[src/rtl/hazard_ctrl_if.sv]
// Hazard-controller bundle: detector codes and pipeline status in, stall/flush/forward controls out.
// The hazard detectors and pipeline side use the master modport; the controller uses the slave modport.
interface hazard_ctrl_if #(
  parameter int STAT_W = 16
);
  logic [5:0]        hz1;
  logic [5:0]        hz2;
  logic              br_taken_e;
  logic              mem_busy;
  logic              stall_f;
  logic              stall_d;
  logic              stall_e;
  logic              flush_d;
  logic              flush_e;
  logic [1:0]        fwd_a;
  logic [1:0]        fwd_b;
  logic              mem_err;
  logic [STAT_W-1:0] stall_cnt;
  logic [STAT_W-1:0] flush_cnt;

  modport master (
    output hz1, hz2, br_taken_e, mem_busy,
    input  stall_f, stall_d, stall_e, flush_d, flush_e,
    input  fwd_a, fwd_b, mem_err, stall_cnt, flush_cnt
  );

  modport slave (
    input  hz1, hz2, br_taken_e, mem_busy,
    output stall_f, stall_d, stall_e, flush_d, flush_e,
    output fwd_a, fwd_b, mem_err, stall_cnt, flush_cnt
  );
endinterface

[src/rtl/hazard_ctrl.sv]
// Pipeline hazard controller: stall/bubble/flush sequencing, registered EX forward selects, memory timeout.
// Optional statistics counters are built only when HAZ_STATS_EN is defined.
module hazard_ctrl #(
  parameter int MEM_TIMEOUT = 255,
  parameter int STAT_W      = 16
) (
  input logic         clk,
  input logic         rst,
  hazard_ctrl_if.slave io_hz
);

  typedef enum logic [1:0] {
    ST_RUN      = 2'd0,
    ST_LD_STALL = 2'd1,
    ST_BR_FLUSH = 2'd2,
    ST_MEM_WAIT = 2'd3
  } state_t;

  localparam int              TO_W   = $clog2(MEM_TIMEOUT + 1);
  localparam logic [TO_W-1:0] TO_MAX = TO_W'(MEM_TIMEOUT);

  state_t          r_state;
  state_t          w_state_next;
  logic            w_stall_f;
  logic            w_stall_d;
  logic            w_stall_e;
  logic            w_flush_d;
  logic            w_flush_e;
  logic            w_load_use;
  logic [TO_W-1:0] r_to_cnt;
  logic            r_mem_err;
  logic            w_unused;

  assign w_load_use = (io_hz.hz1 == 6'b111111);
  assign w_unused   = &{1'b0, io_hz.hz2[5:4]};

  always_ff @(posedge clk) begin
    if (rst) begin
      r_state <= ST_RUN;
    end else begin
      r_state <= w_state_next;
    end
  end

  // Once mem_busy has dropped, MEM_WAIT resolves hazards exactly like RUN so a
  // branch that was frozen in EX is flushed in the cycle the pipeline advances.
  always_comb begin
    w_state_next = r_state;
    w_stall_f    = 1'b0;
    w_stall_d    = 1'b0;
    w_stall_e    = 1'b0;
    w_flush_d    = 1'b0;
    w_flush_e    = 1'b0;
    if (rst) begin
      w_state_next = ST_RUN;
    end else if (io_hz.mem_busy) begin
      w_stall_f    = 1'b1;
      w_stall_d    = 1'b1;
      w_stall_e    = 1'b1;
      w_state_next = ST_MEM_WAIT;
    end else begin
      case (r_state)
        ST_RUN, ST_MEM_WAIT: begin
          if (io_hz.br_taken_e) begin
            w_flush_d    = 1'b1;
            w_flush_e    = 1'b1;
            w_state_next = ST_BR_FLUSH;
          end else if (w_load_use) begin
            w_stall_f    = 1'b1;
            w_stall_d    = 1'b1;
            w_flush_e    = 1'b1;
            w_state_next = ST_LD_STALL;
          end else begin
            w_state_next = ST_RUN;
          end
        end
        default: w_state_next = ST_RUN;
      endcase
    end
  end

  assign io_hz.stall_f = w_stall_f;
  assign io_hz.stall_d = w_stall_d;
  assign io_hz.stall_e = w_stall_e;
  assign io_hz.flush_d = w_flush_d;
  assign io_hz.flush_e = w_flush_e;

  // Operand A lives in code bits [3:2] (gi=0), operand B in [1:0] (gi=1).
  genvar gi;
  generate
    for (gi = 0; gi < 2; gi = gi + 1) begin : g_fwd
      logic [1:0] w_code1;
      logic [1:0] w_code2;
      logic [1:0] w_dec;
      logic [1:0] r_sel;

      assign w_code1 = io_hz.hz1[3-2*gi -: 2];
      assign w_code2 = io_hz.hz2[3-2*gi -: 2];
      assign w_dec   = (w_code1 == 2'b01) ? 2'b01 :
                       (w_code2 == 2'b01) ? 2'b10 : 2'b00;

      always_ff @(posedge clk) begin
        if (rst) begin
          r_sel <= 2'b00;
        end else if (w_flush_e) begin
          r_sel <= 2'b00;
        end else if (!w_stall_e) begin
          r_sel <= w_dec;
        end
      end
    end
  endgenerate

  assign io_hz.fwd_a = g_fwd[0].r_sel;
  assign io_hz.fwd_b = g_fwd[1].r_sel;

  // Counts consecutive frozen cycles; the error latches on the cycle the count reaches the limit.
  always_ff @(posedge clk) begin
    if (rst) begin
      r_to_cnt  <= '0;
      r_mem_err <= 1'b0;
    end else if (io_hz.mem_busy) begin
      if (r_to_cnt != TO_MAX) begin
        r_to_cnt <= r_to_cnt + 1'b1;
      end
      if (r_to_cnt >= TO_MAX - 1'b1) begin
        r_mem_err <= 1'b1;
      end
    end else begin
      r_to_cnt <= '0;
    end
  end

  assign io_hz.mem_err = r_mem_err;

`ifdef HAZ_STATS_EN
  logic [STAT_W-1:0] r_stall_cnt;
  logic [STAT_W-1:0] r_flush_cnt;

  always_ff @(posedge clk) begin
    if (rst) begin
      r_stall_cnt <= '0;
      r_flush_cnt <= '0;
    end else if (!io_hz.mem_busy) begin
      if (w_state_next == ST_LD_STALL) begin
        r_stall_cnt <= r_stall_cnt + 1'b1;
      end
      if (w_state_next == ST_BR_FLUSH) begin
        r_flush_cnt <= r_flush_cnt + 1'b1;
      end
    end
  end

  assign io_hz.stall_cnt = r_stall_cnt;
  assign io_hz.flush_cnt = r_flush_cnt;
`else
  assign io_hz.stall_cnt = '0;
  assign io_hz.flush_cnt = '0;
`endif

endmodule
[src/flat_wrapper.sv]
// flat-port wrapper written by rule: the top's interface ports become plain ports
module hazard_ctrl_flat 
#(
  parameter int MEM_TIMEOUT = 255,
  parameter int STAT_W      = 16
)
  (clk, rst, io_hz_hz1, io_hz_hz2, io_hz_br_taken_e, io_hz_mem_busy, io_hz_stall_f, io_hz_stall_d, io_hz_stall_e, io_hz_flush_d, io_hz_flush_e, io_hz_fwd_a, io_hz_fwd_b, io_hz_mem_err, io_hz_stall_cnt, io_hz_flush_cnt);
  hazard_ctrl_if #(.STAT_W(STAT_W)) io_hz_i ();
  input logic clk;
  input logic rst;
  input wire logic [$bits(io_hz_i.hz1)-1:0] io_hz_hz1;
  input wire logic [$bits(io_hz_i.hz2)-1:0] io_hz_hz2;
  input wire logic [$bits(io_hz_i.br_taken_e)-1:0] io_hz_br_taken_e;
  input wire logic [$bits(io_hz_i.mem_busy)-1:0] io_hz_mem_busy;
  output wire logic [$bits(io_hz_i.stall_f)-1:0] io_hz_stall_f;
  output wire logic [$bits(io_hz_i.stall_d)-1:0] io_hz_stall_d;
  output wire logic [$bits(io_hz_i.stall_e)-1:0] io_hz_stall_e;
  output wire logic [$bits(io_hz_i.flush_d)-1:0] io_hz_flush_d;
  output wire logic [$bits(io_hz_i.flush_e)-1:0] io_hz_flush_e;
  output wire logic [$bits(io_hz_i.fwd_a)-1:0] io_hz_fwd_a;
  output wire logic [$bits(io_hz_i.fwd_b)-1:0] io_hz_fwd_b;
  output wire logic [$bits(io_hz_i.mem_err)-1:0] io_hz_mem_err;
  output wire logic [$bits(io_hz_i.stall_cnt)-1:0] io_hz_stall_cnt;
  output wire logic [$bits(io_hz_i.flush_cnt)-1:0] io_hz_flush_cnt;
  assign io_hz_i.hz1 = io_hz_hz1;
  assign io_hz_i.hz2 = io_hz_hz2;
  assign io_hz_i.br_taken_e = io_hz_br_taken_e;
  assign io_hz_i.mem_busy = io_hz_mem_busy;
  assign io_hz_stall_f = io_hz_i.stall_f;
  assign io_hz_stall_d = io_hz_i.stall_d;
  assign io_hz_stall_e = io_hz_i.stall_e;
  assign io_hz_flush_d = io_hz_i.flush_d;
  assign io_hz_flush_e = io_hz_i.flush_e;
  assign io_hz_fwd_a = io_hz_i.fwd_a;
  assign io_hz_fwd_b = io_hz_i.fwd_b;
  assign io_hz_mem_err = io_hz_i.mem_err;
  assign io_hz_stall_cnt = io_hz_i.stall_cnt;
  assign io_hz_flush_cnt = io_hz_i.flush_cnt;
  hazard_ctrl #(.MEM_TIMEOUT(MEM_TIMEOUT), .STAT_W(STAT_W)) u_core (.clk(clk), .rst(rst), .io_hz(io_hz_i));
endmodule
[config.mk]
export PLATFORM = sky130hd
export DESIGN_NAME = hazard_ctrl_flat
export DESIGN_NICKNAME = d
export VERILOG_FILES = /design/src/rtl/hazard_ctrl_if.sv /design/src/rtl/hazard_ctrl.sv /design/src/flat_wrapper.sv
export SDC_FILE = /design/constraint.sdc
export NUM_CORES = 1
export LEC_CHECK = 0
export ABC_AREA = 1
export BUFFER_PORTS_ARGS = -buffer_cell sky130_fd_sc_hd__buf_4
export CAP_MARGIN = 40
export CELL_PAD_IN_SITES_DETAIL_PLACEMENT = 1
export CELL_PAD_IN_SITES_GLOBAL_PLACEMENT = 1
export CORE_ASPECT_RATIO = 0.5
export CORE_MARGIN = 2
export CORE_UTILIZATION = 31
export CTS_BUF_LIST = sky130_fd_sc_hd__clkbuf_16
export CTS_CLUSTER_SIZE = 14
export DETAILED_ROUTE_END_ITERATION = 12
export PLACE_DENSITY = 0.82
export SETUP_SLACK_MARGIN = 0.05
export SKIP_CTS_REPAIR_TIMING = 1
export SLEW_MARGIN = 5
export SYNTH_ARGS = -nofsm -noshare
export SYNTH_HDL_FRONTEND = slang
export SYNTH_SLANG_ARGS = --single-unit
export TNS_END_PERCENT = 100
[constraint.sdc]
create_clock -name clk -period 2.34 [get_ports clk]
set_input_delay 0.234 -clock clk [delete_from_list [all_inputs] [get_ports clk]]
set_output_delay 0.234 -clock clk [all_outputs]
set_load 0.02 [all_outputs]
## After elaboration in Yosys (flattened, before gate mapping)

Index checks and enable logic that the tools add are counted.

| storage, ports and cells | value |
|---|---|
| register bits after elaboration | 15 |
| input port bits | 16 |
| output and inout bits | 42 |
| logic and storage cells | 43 |

| cells by class | value |
|---|---|
| add/subtract/negate cells | 1 |
| order comparisons | 1 |
| eq/ne operators | 7 |
| multiplexer cells | 23 |
| bitwise gates (word level) | 1 |
| reduce and logical (&&, ||, !) cells | 5 |

Operators with widths:

| kind | count |
|---|---|
| 1-bit 2-to-1 mux | 16 |
| 2-bit 2-to-1 mux | 7 |
| 8-bit by 1-bit adder with 8-bit output, second input constant | 1 |
| 2-bit by 1-bit == test with 1-bit output, second input constant | 4 |
| 8-bit >= comparator, second input constant | 1 |
| 8-bit != test, second input constant | 1 |
| 6-bit == test, second input constant | 1 |
| 2-bit OR reduction | 3 |
| 2-bit == test, second input constant | 1 |
| 2-bit zero test | 1 |
| 2-bit AND reduction | 1 |
| 1-bit NOT | 1 |

## Logic depth before layout (Yosys ltp)

| depth | value |
|---|---|
| word-level depth | 7 |
| gate-level depth with buffers | 7 |
| mapped depth without buffers | 7 |

## Least setup slack after synthesis

No wires, ideal clock.

| path | value |
|---|---|
| path type | reg2out |
| from | register u_core.r_state[0] |
| to | output port io_hz_stall_f |
| arrival time | 1335 ps |
| data required time | 2106 ps |
| setup slack | 771 ps |
| stages on the path, launching flop included | 8 |
| buffers on the path | 1 |
| cell sequence | dfxtp_1 > inv_1 > nand2_1 > nand2_1 > inv_1 > nand2_1 > o21ai_0 > buf_4 |

| on the way | value |
|---|---|
| word-level cells in the longest chain between the ends | 5 |
| elaborated cells between the ends (all ways) | 6 |
| those cells by class | eq/ne (1); mux (3); reduce/logical (2) |

RTL lines:

| item | line | text |
|---|---|---|
| start: declaration | hazard_ctrl.sv:22 | `state_t r_state;` |
| start signal: assignment | hazard_ctrl.sv:41 | `r_state <= w_state_next;` |
| 2-bit == test or 2-bit zero test (tied branches) | n/a |  |
| 2-bit OR reduction (*) | n/a |  |
| 1-bit 2-to-1 mux (*) (3 in a row) | n/a |  |
| end: declaration | flat_wrapper.sv:15 | `output wire logic [$bits(io_hz_i.stall_f)-1:0] io_hz_stall_f;` |

Mark *: on every way between the ends. The rest lies on a longest branch, timed or not.

## Final worst setup path

| path | value |
|---|---|
| from | register u_core.r_state[0] |
| to | output port io_hz_stall_d |

| on the way | value |
|---|---|
| word-level cells in the longest chain between the ends | 5 |
| elaborated cells between the ends (all ways) | 6 |
| those cells by class | eq/ne (1); mux (3); reduce/logical (2) |

RTL lines:

| item | line | text |
|---|---|---|
| 2-bit == test or 2-bit zero test (tied branches) | hazard_ctrl.sv:62 | `case (r_state)` |
| 2-bit OR reduction (*) | hazard_ctrl.sv:62 |  |
| 1-bit 2-to-1 mux (*) | hazard_ctrl.sv:62 |  |
| 1-bit 2-to-1 mux (*) | hazard_ctrl.sv:56 | `end else if (io_hz.mem_busy) begin` |
| 1-bit 2-to-1 mux (*) | hazard_ctrl.sv:54 | `if (rst) begin` |
| end: declaration | flat_wrapper.sv:16 | `output wire logic [$bits(io_hz_i.stall_d)-1:0] io_hz_stall_d;` |

Marked as above.

==> metrics <==
Final Hold Viols 0; CTS tree done; outcome completed; Pwr Total 734 uW; top_reg_cell synth dfxtp_1; top cells by area, synth dfxtp_1 (29%), buf_4 (24%), nand2_1 (10%), inv_1 (7.5%), nor2_1 (7.5%); die area 3890 um2; pwr/cell area 608 nW/um2; CP Launch Type flop; CTS Buf Count 3; final instance area 1210 um2; gpl congestion 0.784; worst-skew pair later-pin latency 0.25 ns; CTS clk-pin slew, worst paths 0.05 ns; pre-CTS WS 0.983 ns; CP Capture Type primary output; final setup fails 0; Netlist cell types 22; FF/Latch Area 300 um2; Mapped Cells 156; CP Data Arrival Time 1.27 ns; post-route minimum period 1.50 ns; layout cell share with drive strength beyond 1 20.0%; Max clock buf depth 2; most frequent cells in the layout conb_1 (32), nand2_1 (29), buf_4 (23); nets 199; global-route wire length before repair 3.51 mm; antenna viol nets, final 0; initial antenna violation count 0; Tcrit/Tclk final 64.1%; total track usage 12.0%; I/O pin count 58; Vias/cell 4.12; HPWL after detailed placement 1.81 mm; Critical Path Fanout Max 2; average routed wire per standard cell 10.3 um; core area 3120 um2; maximum clock rate 666 MHz; commonest non-fill, non-tap cell in the layout conb_1; multi-input logic area 518 um2; fin worst setup slack 0.839 ns; Synth Register Bits 15; global route overflow 0; via count 907; CP required 2.11 ns; Yosys top cell area share 28.7%; clk root buf clkbuf_16; placed cell areas 1130 um2; DRC viols 0; unrepaired setup endpoints after global routing no; Layout area overhead 15.3%; Yosys top cell by area dfxtp_1; Iter 0 DRT Violations 31; Post-synth EDFFs 0; worst hold path type primary input to flop; Hold Slack 0.167 ns; Seq/Total Area, Yosys 28.7%; vias in the first global route 773; clk sink count 15; fillcell total 429; Clock Skew 0.00157 ns; PortBufs 23; Initial DRT Pass Iterations 4; Routed WL 2.27 mm; pin count of the biggest net entering global routing 13; Max Cap Violations 0; leakage power 0.628 nW; mapped cell area 1050 um2; die width 86.2 um; row count 14; Ant. Diodes 0; syn_area_per_cell 6.71 um2; crit path kind flop to primary output; fin. max-slew vios 0; Fin Setup TNS 0 ns; VDD IR max 0.207 mV; Post-synth ARST share 0%; Yosys warning count 0; number of H-tree levels 1; Starting Density 33.6%; Die H 45.1 um
power by group:
group	switching, mW	leakage, nW	internal, mW
Combinational	0.0899	0.465	0.0359
Sequential	0.00523	0.122	0.264
Clock	0.111	0.0409	0.229
Total	0.206	0.628	0.528
worst max-delay path: stages (launching register included):
cell and delay, ns:
dfxtp_1 0.32, inv_1 0.04, nand2_1 0.05, nand2_1 0.07
inv_1 0.07, nand2_1 0.06, o21ai_0 0.21, buf_4 0.19
stage by stage:
step	cells	utilization, %
2_1_floorplan	187	-
3_3_place_gp	216	36.2
3_5_place_dp	216	36.2
4_1_cts	220	38.7
5_1_grt	220	38.7
6_report	220	38.7
state kept, by name, indices dropped and copies added (netlist names):
name and cells:
u_core.io_hz.fwd_a 2, u_core.io_hz.mem_err 1, u_core.r_to_cnt 8, u_core.io_hz.fwd_b 2, u_core.r_state 2
cells by family after synthesis:
family                     after synthesis  synth area share, %
and+or+nand+nor                         63                 25.3
buffers and inverters                   57                 33.0
AOI/OAI and AO/OA                       16                 8.60
DFF                                     15                 28.7
xor gates and xnor gates                 2                 1.67
adders and majority gates                2                 2.39
other                                    1                0.358
synthesized netlist by cell type (2+ instances only):
cell type and n:
nor2_2 2, o21ai_1 2, dfxtp_1 15, inv_1 21, nor2_1 21, nand2_2 3, o21ai_2 2, o21ai_0 7
a21oi_1 4, nand3_1 6, nand2_1 29, ha_1 2, buf_4 33
per-layer routing:
| layer | routed length [um] | vias up | track usage [%] |
|---|---|---|---|
| met2 | 1150 | 35 | 21.6 |
| met1 | 937 | 414 | 14.0 |
| li1 | - | 453 | - |
| met5 | 0 | - | 0 |
| met3 | 147 | 5 | 3.29 |
| met4 | 30 | 0 | 4.69 |
cell type report:
type / count / area share (%)
clock buffer: 3 / 6.22
clock inverter: 1 / 0.415
inverter: 23 / 7.15
multi-input combinational: 115 / 42.9
sequential: 15 / 24.9
tap: 40 / 4.15
timing repair buffer: 23 / 14.3
path summary, 6_finish.rpt:
path | startpoint | to | slack (ns) | depth (start not counted)
hold reg to reg | u_core.io_hz.mem_err$_SDFFE_PP0P_ | u_core.io_hz.mem_err$_SDFFE_PP0P_ | 0.45 | 2
setup reg to reg | u_core.r_to_cnt[1]$_SDFFE_PN0P_ | u_core.r_to_cnt[0]$_SDFFE_PN0P_ | 0.98 | 6
setup / recovery | u_core.r_state[0]$_SDFF_PP0_ | io_hz_stall_d | 0.84 | 7
hold / removal | rst | u_core.io_hz.mem_err$_SDFFE_PP0P_ | 0.17 | 2
Power figures use the tool's default switching activity.
